==> config.mk <==
export PLATFORM = sky130hd
export DESIGN_NAME = rtc_bus_ctrl
export DESIGN_NICKNAME = d
export VERILOG_FILES = /design/src/rtl/rtc_bus_ctrl.sv
export SDC_FILE = /design/constraint.sdc
export NUM_CORES = 1
export LEC_CHECK = 0
export ABC_AREA = 1
export CELL_PAD_IN_SITES_DETAIL_PLACEMENT = 1
export CELL_PAD_IN_SITES_GLOBAL_PLACEMENT = 2
export CORE_ASPECT_RATIO = 0.7
export CORE_MARGIN = 1
export CORE_UTILIZATION = 42
export CTS_BUF_LIST = sky130_fd_sc_hd__clkbuf_8
export CTS_CLUSTER_SIZE = 10
export DETAILED_ROUTE_END_ITERATION = 10
export DONT_BUFFER_PORTS = 1
export PLACE_DENSITY_LB_ADDON = 0.3
export SLEW_MARGIN = 25
export SYNTH_ARGS = -nofsm -noshare
export SYNTH_HDL_FRONTEND = slang
export SYNTH_SLANG_ARGS = --single-unit
==> constraint.sdc <==
create_clock -name clk -period 4.73 [get_ports clk]
set_input_delay 0.2365 -clock clk [delete_from_list [all_inputs] [get_ports clk]]
set_output_delay 0.2365 -clock clk [all_outputs]
set_load 0.02 [all_outputs]
==> src/rtl/rtc_bus_ctrl.sv <==
// rtc_bus_ctrl: multiplexed A/D bus master for the external RTC, one cs/addr-strobe/data-strobe cycle per request.
// Optional write-verify readback is enabled by defining RTC_WR_VERIFY_EN.
module rtc_bus_ctrl #(
  parameter int T_PULSE = 4,
  parameter int T_HOLD  = 2,
  parameter int T_GAP   = 4,
  parameter int CW      = 4
) (
  input  logic       clk,
  input  logic       reset,
  input  logic       start,
  input  logic       rd_wr,
  input  logic [7:0] addr,
  input  logic [7:0] data_in,
  input  logic [7:0] ad_in,
  output logic [7:0] ad_out,
  output logic       ad_oe,
  output logic       ad_sel,
  output logic       cs_n,
  output logic       wr_n,
  output logic       rd_n,
  output logic [7:0] data_out,
  output logic       busy,
  output logic       done,
  output logic       verify_err
);
  localparam logic [2:0] IDLE = 3'd0, ADDR = 3'd1, ADDR_HOLD = 3'd2, DATA = 3'd3,
                         DATA_HOLD = 3'd4, GAP = 3'd5, DONE = 3'd6;
  logic [2:0] state, nxt;
  logic [CW-1:0] cnt, nxt_cnt;
  logic [7:0] a_q, d_q, nxt_a, nxt_d;
  logic wr_q, nxt_wr, acc, last, rb, a_ph, d_ph;
  assign acc  = state == IDLE && start;
  assign last = cnt == '0;
  always_comb begin
    nxt = IDLE;
    case (state)
      IDLE:      nxt = acc ? ADDR : IDLE;
      ADDR:      nxt = last ? ADDR_HOLD : ADDR;
      ADDR_HOLD: nxt = last ? DATA : ADDR_HOLD;
      DATA:      nxt = last ? DATA_HOLD : DATA;
      DATA_HOLD: nxt = last ? GAP : DATA_HOLD;
      GAP:       nxt = !last ? GAP : rb ? ADDR : DONE;
      default:   nxt = IDLE;
    endcase
  end
  assign nxt_cnt = nxt == state ? (last ? cnt : cnt - 1'b1) :
                   (nxt == ADDR || nxt == DATA) ? CW'(T_PULSE - 1) :
                   (nxt == ADDR_HOLD || nxt == DATA_HOLD) ? CW'(T_HOLD - 1) :
                   nxt == GAP ? CW'(T_GAP - 1) : '0;
  assign nxt_a  = acc ? addr : a_q;
  assign nxt_d  = acc ? data_in : d_q;
  // the readback pass of a verified write runs as a read
  assign nxt_wr = acc ? rd_wr : rb ? 1'b0 : wr_q;
  assign a_ph   = nxt == ADDR || nxt == ADDR_HOLD;
  assign d_ph   = nxt == DATA || nxt == DATA_HOLD;
  always_ff @(posedge clk or negedge reset) begin
    if (!reset) begin
      state    <= IDLE;
      cnt      <= '0;
      a_q      <= '0;
      d_q      <= '0;
      wr_q     <= 1'b0;
      cs_n     <= 1'b1;
      wr_n     <= 1'b1;
      rd_n     <= 1'b1;
      ad_sel   <= 1'b1;
      ad_oe    <= 1'b0;
      ad_out   <= '0;
      data_out <= '0;
      busy     <= 1'b0;
      done     <= 1'b0;
    end else begin
      state  <= nxt;
      cnt    <= nxt_cnt;
      a_q    <= nxt_a;
      d_q    <= nxt_d;
      wr_q   <= nxt_wr;
      cs_n   <= !(a_ph || d_ph);
      wr_n   <= !(nxt == ADDR || (nxt == DATA && nxt_wr));
      rd_n   <= !(nxt == DATA && !nxt_wr);
      ad_sel <= !a_ph;
      ad_oe  <= a_ph || (d_ph && nxt_wr);
      ad_out <= a_ph ? nxt_a : (d_ph && nxt_wr) ? nxt_d : 8'h00;
      busy   <= nxt != IDLE;
      done   <= nxt == DONE;
      if (state == DATA && last && !wr_q) data_out <= ad_in;
    end
  end
`ifdef RTC_WR_VERIFY_EN
  logic vfy_q;
  // command/transfer registers at F0 and above are not read back
  assign rb = state == GAP && last && wr_q && a_q < 8'hF0;
  always_ff @(posedge clk or negedge reset) begin
    if (!reset) begin
      vfy_q      <= 1'b0;
      verify_err <= 1'b0;
    end else if (acc) begin
      vfy_q      <= 1'b0;
      verify_err <= 1'b0;
    end else if (rb) begin
      vfy_q <= 1'b1;
    end else if (state == DATA && last && vfy_q) begin
      verify_err <= ad_in != d_q;
    end
  end
`else
  assign rb = 1'b0;
  assign verify_err = 1'b0;
`endif
endmodule
==> results of run 1 <==
sequential cells by signal, indices dropped and copies added (netlist names), 3 cells and up:
name	count
cnt	4
ad_out	8
state	3
a_q	8
d_q	8
data_out	8
cells in the mapped netlist:
cell	count	share of area
a21oi_2	2	0.0088
nand2_1	87	0.16
clkinv_2	1	0.0025
buf_4	3	0.011
nor3_4	1	0.0081
conb_1	1	0.0019
nand3_1	6	0.015
dfstp_2	4	0.053
o211ai_1	1	0.0038
nand2_4	1	0.0056
o21ai_0	2	0.0050
mux2_2	8	0.045
nand2_2	6	0.019
nor2_1	11	0.021
nor2_4	1	0.0056
dfrtp_1	43	0.54
nor3_1	3	0.0075
buf_6	1	0.0056
nand3_2	3	0.015
nor2_2	2	0.0063
ha_1	1	0.0063
inv_1	11	0.021
o22ai_1	1	0.0031
a21boi_0	1	0.0038
inv_2	5	0.0094
a21oi_1	3	0.0075
nor4_1	1	0.0031
buf_2	2	0.0050
logic make-up (layout without fill, tap and decap cells):
| group | after synthesis | in the layout | share of synthesized area |
|---|---|---|---|
| multiplexers | 8 | 8 | 0.0451 |
| AND/OR/NAND/NOR | 122 | 122 | 0.269 |
| other | 1 | 1 | 0.00188 |
| flip-flops | 47 | 47 | 0.591 |
| adder cells (fa/ha/maj) | 1 | 1 | 0.00626 |
| buffers and inverters | 23 | 27 | 0.0545 |
| AO/OA/AOI/OAI | 10 | 10 | 0.0319 |
routing by layer:
layer / track usage / up-vias / routed length (um)
li1: - / 663 / -
met1: 0.257 / 657 / 1960
met2: 0.316 / 50 / 1980
met3: 0.0539 / 9 / 265
met4: 0.0726 / 0 / 61
met5: 0 / - / 0
worst paths after layout:
check | startpoint | endpoint | slack (ps)
max in group asynchronous | reset | cs_n | 4000
max | state[0] | ad_out[7] | 2700
max reg2reg | state[0] | ad_out[7] | 2700
min in group asynchronous | reset | data_out[2] | 460
min reg2reg | a_q[4] | a_q[4] | 480
min | addr[7] | a_q[7] | 60
area by class of cell:
type                       count  area (um2)  share of cell area
clock inverter                 2        16.3             0.00753
tap                           55        68.8              0.0319
multi-input combinational    142         708               0.328
inverter                      17        65.1              0.0301
clock buffer                   6        82.6              0.0382
timing repair buffer           2        37.5              0.0174
sequential                    47        1180               0.547
through the flow:
step                std cells  hold slack [ps]
finish                    271             62.1
floorplan                 212            -59.1
global placement          261            -58.0
detailed placement        261            -58.1
global route              271             65.1
CTS                       271             56.0
power by group:
group	switching, mW	internal (mW)
logic	0.429	0.210
registers	0.205	0.598
clock network	0.140	0.119
total	0.773	0.927
critical path: cells and delay by family (launching register included):
family                 cells  cell delay [ps]
buffers and inverters      2              450
and+or+nand+nor            7              940
DFF                        1              510
repair_timing:
action                                  4_1_cts  5_1_grt
endpoints found under the hold margin        47        0
resized for setup                             0        0
endpoints found under the setup margin        0        0
hold buffers                                  2        0
==> out/qor.csv, run 1 <==
stage;metric;value;unit
logic_synthesis;mean instance size in the synthesized netlist;9.43;um2
pwr;total power after layout;1.70;mW
worst_setup_path;CP arrival;2220;ps
floorplanning;Die Ht;59.7;um
placed_design;detailed-placement wirelength estimate;3030;um
clock_tree;maximum count of clock buffers along a single path;2;
clock_tree;Worst-path clk slew;90;ps
min_path;path class of the lowest-slack min-delay path;primary input to flip-flop;
drt;total via count in the routed design;1379;
drt;remaining antenna violation count after routing;0;
floorplanning;Die Area;0.00504;mm2
min_path;worst hold path depth;2;
worst_setup_path;delay of the slowest cell on the worst path;510;ps
worst_setup_path;Top cell by count, worst path;nand2_1;
layout;final design instance area without fill;0.00216;mm2
timing;total count of max-transition violations in the final report;0;
timing;number of failing setup endpoints in the final timing report;0;
worst_setup_path;class of the most critical setup path;flip-flop to flip-flop;
floorplanning;Initial Utilization;0.449;
floorplanning;num ports;52;
global_route;All-Layer GR Usage;0.195;
timing;Hold Fails Final Rpt;0;
worst_setup_path;nature of the critical path endpoint;flip-flop;
floorplanning;standard cell core area;0.00445;mm2
timing;final period utilization;0.429;
timing;Worst Skew;10.9;ps
worst_setup_path;slowest stage cell, crit path;dfrtp_1;
logic_synthesis;synthesized cell area;0.00200;mm2
clock_tree;total number of H-tree levels;2;
pwr;maximum VDD drop;0.272;mV
global_route;antenna violations before repair;0;
layout;Diodes inserted;0;
worst_setup_path;category of the worst setup path launch point;flip-flop;
logic_synthesis;number of flip-flops and latches in the synthesized netlist;47;
drt;Remaining DRCs;7;
placed_design;pre-CTS WS;2740;ps
timing;sum of negative setup slack;0;ps
global_route;global route total overflow;0;
timing;max frequency;493;MHz
layout;layout overhead on the synthesized area;8.08;%
drt;Detailed Routing Iterations Pass 1;7;
clock_tree;number of buffers created by CTS;5;
clock_tree;clock latency on the worst-skew pair;310;ps
worst_setup_path;required time of the critical path;4920;ps
layout;share of post-route cells with drive strength above 1;0.199;
clock_tree;TritonCTS clock tree;done;
run_status;violated checks;design-rule violations;
drt;routed via count divided by cell count;5.09;
timing;worst setup slack after layout;2700;ps
clock_tree;clock tree sinks;47;
timing;setup repair after global routing missed its margin;no;
placed_design;weighted congestion reported at the end of routability-driven placement;0.776;
logic_synthesis;syn_nets;241;
layout;most frequent cells in the layout;nand2_1, dfrtp_1, nor2_1, inv_1, mux2_2;
logic_synthesis;Seq/Total Area, Yosys;0.591;
drt;final wirelength;4270;um
layout;nets;244;
layout;count of filler cells inserted in the layout;514;
clock_tree;Root Driver;clkbuf_8;
floorplanning;chip width;84.4;um
timing;min Tclk post-route;2030;ps
floorplanning;number of rows in the core area;20;
placed_design;total cell area at the placement stage;0.00202;mm2
logic_synthesis;gate count of the mapped netlist;212;
layout;most frequent standard cell in the layout excluding fill and tap cells;nand2_1;
worst_setup_path;length in cells of the worst reg-to-reg path;9;
global_route;wire length of the first global-routing pass;7220;um
logic_synthesis;number of different library cells in the post-synthesis netlist;28;
worst_setup_path;Critical Path Fanout Max;20;
clock_tree;post-CTS setup repair buffer count;0;
pwr;power density over cell area;788;mW/mm2
drt;drt wl/cell;15.7;um
layout;share of the core filled with cells in the final layout;0.485;
drt;number of DRC markers after the initial detailed-route iteration;55;
logic_synthesis;Syn. warnings;0;
global_route;via count of the first global-routing pass;1417;
run_status;run status;finished with violations;
run;number of violations of the max-capacitance limit;0;
placed_design;quantity of I/O buffers inserted on ports;0;
worst_setup_path;cells traversed along the worst timing path;nor2_1 -> nand2_2 -> clkinv_2 -> nand2_1 -> nand2_2 -> nand3_2 -> inv_2 -> nand2_1 -> nand2_1;
global_route;maximum number of pins on one net before global-route repair;48;
pwr;leakage power summed over all cells;1.13;nW
(Power assumes the default switching activity.)
==> inputs of run 2 (changes only) <==
--- a/config.mk
+++ b/config.mk
@@ -10,7 +10,7 @@
 export CELL_PAD_IN_SITES_GLOBAL_PLACEMENT = 2
 export CORE_ASPECT_RATIO = 0.7
 export CORE_MARGIN = 1
-export CORE_UTILIZATION = 42
+export CORE_UTILIZATION = 39
 export CTS_BUF_LIST = sky130_fd_sc_hd__clkbuf_8
 export CTS_CLUSTER_SIZE = 10
 export DETAILED_ROUTE_END_ITERATION = 10
==> constraint.sdc (replaced) <==
create_clock -name clk -period 2 [get_ports clk]
set_input_delay 0.1 -clock clk [delete_from_list [all_inputs] [get_ports clk]]
set_output_delay 0.1 -clock clk [all_outputs]
set_load 0.02 [all_outputs]
==> out/qor.csv, run 2 (synthesis results as in run 1) <==
stage;metric;value;unit
worst_setup_path;Critical R2R Launch;cnt[0];
drt;number of DRC markers after the initial detailed-route iteration;45;
worst_setup_path;CP arrival;2040;ps
worst_setup_path;class of the most critical setup path;flip-flop to flip-flop;
pwr;maximum VDD drop;0.477;mV
layout;register area;0.00118;mm2
worst_setup_path;category of the worst setup path launch point;flip-flop;
global_route;via count of the first global-routing pass;1511;
drt;Detailed Routing Iterations Pass 1;4;
clock_tree;total number of H-tree levels;2;
timing;final period utilization;0.902;
layout;share of post-route cells with drive strength above 1;0.177;
floorplanning;chip width;87.6;um
placed_design;detailed-placement wirelength estimate;3090;um
worst_setup_path;required time of the critical path;2240;ps
layout;layout overhead on the synthesized area;22.6;%
floorplanning;number of rows in the core area;21;
min_path;Worst Min Path Start;start;
run_status;run status;finished clean;
timing;min Tclk post-route;1800;ps
global_route;All-Layer GR Usage;0.196;
layout;most frequent cells in the layout;nand2_1, dfrtp_1, dlygate4sd3_1, inv_1, nor2_1;
layout;count of filler cells inserted in the layout;544;
drt;Remaining DRCs;0;
clock_tree;number of buffers created by CTS;5;
timing;setup repair after global routing missed its margin;no;
timing;Hold Fails Final Rpt;0;
clock_tree;clock tree sinks;47;
worst_setup_path;nature of the critical path endpoint;flip-flop;
layout;most frequent standard cell in the layout excluding fill and tap cells;nand2_1;
clock_tree;Root Driver;clkbuf_8;
worst_setup_path;Top cell by count, worst path;nand2_1;
timing;number of failing setup endpoints in the final timing report;0;
global_route;maximum number of pins on one net before global-route repair;48;
clock_tree;post-CTS setup repair buffer count;0;
drt;total via count in the routed design;1500;
worst_setup_path;delay of the slowest cell on the worst path;380;ps
floorplanning;num ports;52;
worst_setup_path;cells traversed along the worst timing path;inv_1 -> ha_1 -> nand2_1 -> nor2_4 -> nand2_2 -> nand2_1 -> nand2_1 -> inv_2 -> nand3_2 -> nand2_4 -> nand2_1 -> nand2_1;
min_path;path class of the lowest-slack min-delay path;primary input to flip-flop;
floorplanning;Die Ht;61.9;um
worst_setup_path;origin of the worst setup path;cnt[0];
clock_tree;Worst-path clk slew;90;ps
layout;nets;271;
drt;remaining antenna violation count after routing;0;
worst_setup_path;internal reg-to-reg setup slack;200;ps
timing;worst hold slack;253;ps
pwr;leakage power summed over all cells;1.26;nW
run;number of violations of the max-capacitance limit;0;
pwr;power density over cell area;1700;mW/mm2
timing;sum of negative setup slack;0;ps
timing;total count of max-transition violations in the final report;0;
clock_tree;post-cts repair resize count;0;
timing;Worst Skew;11.5;ps
layout;share of the core filled with cells in the final layout;0.504;
timing;max frequency;554;MHz
clock_tree;TritonCTS clock tree;done;
global_route;wire length of the first global-routing pass;7520;um
floorplanning;standard cell core area;0.00486;mm2
layout;Multi-input gate area;708;um2
placed_design;weighted congestion reported at the end of routability-driven placement;0.772;
clock_tree;maximum count of clock buffers along a single path;2;
drt;final wirelength;4680;um
drt;drt wl/cell;15.0;um
placed_design;quantity of I/O buffers inserted on ports;0;
worst_setup_path;Critical Path Fanout Max;10;
worst_setup_path;slowest stage cell, crit path;dfrtp_1;
global_route;global route total overflow;0;
drt;routed via count divided by cell count;4.81;
clock_tree;clock latency on the worst-skew pair;310;ps
floorplanning;Initial Utilization;0.411;
layout;Diodes inserted;0;
global_route;antenna violations before repair;0;
floorplanning;Die Area;0.00542;mm2
run 2: timing repair:
item,CTS,global route
setup endpoints to repair,0,0
hold buffers,27,0
endpoints found under the hold margin,73,0
run 2: layout make-up:
cell class / count / area share
clock buffer: 5 / 0.0281
timing repair buffer: 29 / 0.124
tap: 69 / 0.0352
multi-input combinational: 142 / 0.289
inverter: 17 / 0.0266
clock inverter: 3 / 0.0153
sequential: 47 / 0.482
run 2: power breakdown:
| part | total [mW] | internal, mW | switching (mW) |
|---|---|---|---|
| clock network | 0.669 | 0.364 | 0.305 |
| logic | 1.58 | 0.548 | 1.03 |
| registers | 1.91 | 1.41 | 0.498 |
run 2: layer usage:
layer  GRT usage  wire, um  vias up
li1            -         -      716
met1       0.242      2170      728
met2       0.309      2080       47
met3      0.0727       326        9
met4      0.0984       106        0
met5           0         0        -
run 2: metrics by stage:
| stage | area, um2 | total power, mW | setup slack, ps | std cells |
|---|---|---|---|---|
| finish | 2450 | 4.16 | 196 | 312 |
| global placement | 2060 | 3.33 | 316 | 277 |
| detailed placement | 2060 | 3.43 | 224 | 277 |
| CTS | 2450 | 4.19 | 183 | 312 |
| floorplan | 2000 | 3.07 | 501 | 212 |
| global route | 2450 | 4.51 | 10.9 | 312 |
run 2: worst paths after layout:
path                       cells past startpoint   endpoint
setup / recovery                              12  ad_out[2]
hold / removal                                 5     d_q[4]
setup reg to reg                              12  ad_out[2]
hold reg to reg                                2     a_q[2]
max in group asynchronous                      2       wr_n
min in group asynchronous                      2     a_q[4]
run 2: worst max-delay path, delay by kind of cell (launching register included):
family	cells	cell delay [ps]
AND/OR/NAND/NOR	9	980
flip-flops	1	380
adder cells (fa/ha/maj)	1	200
buffers and inverters	2	170
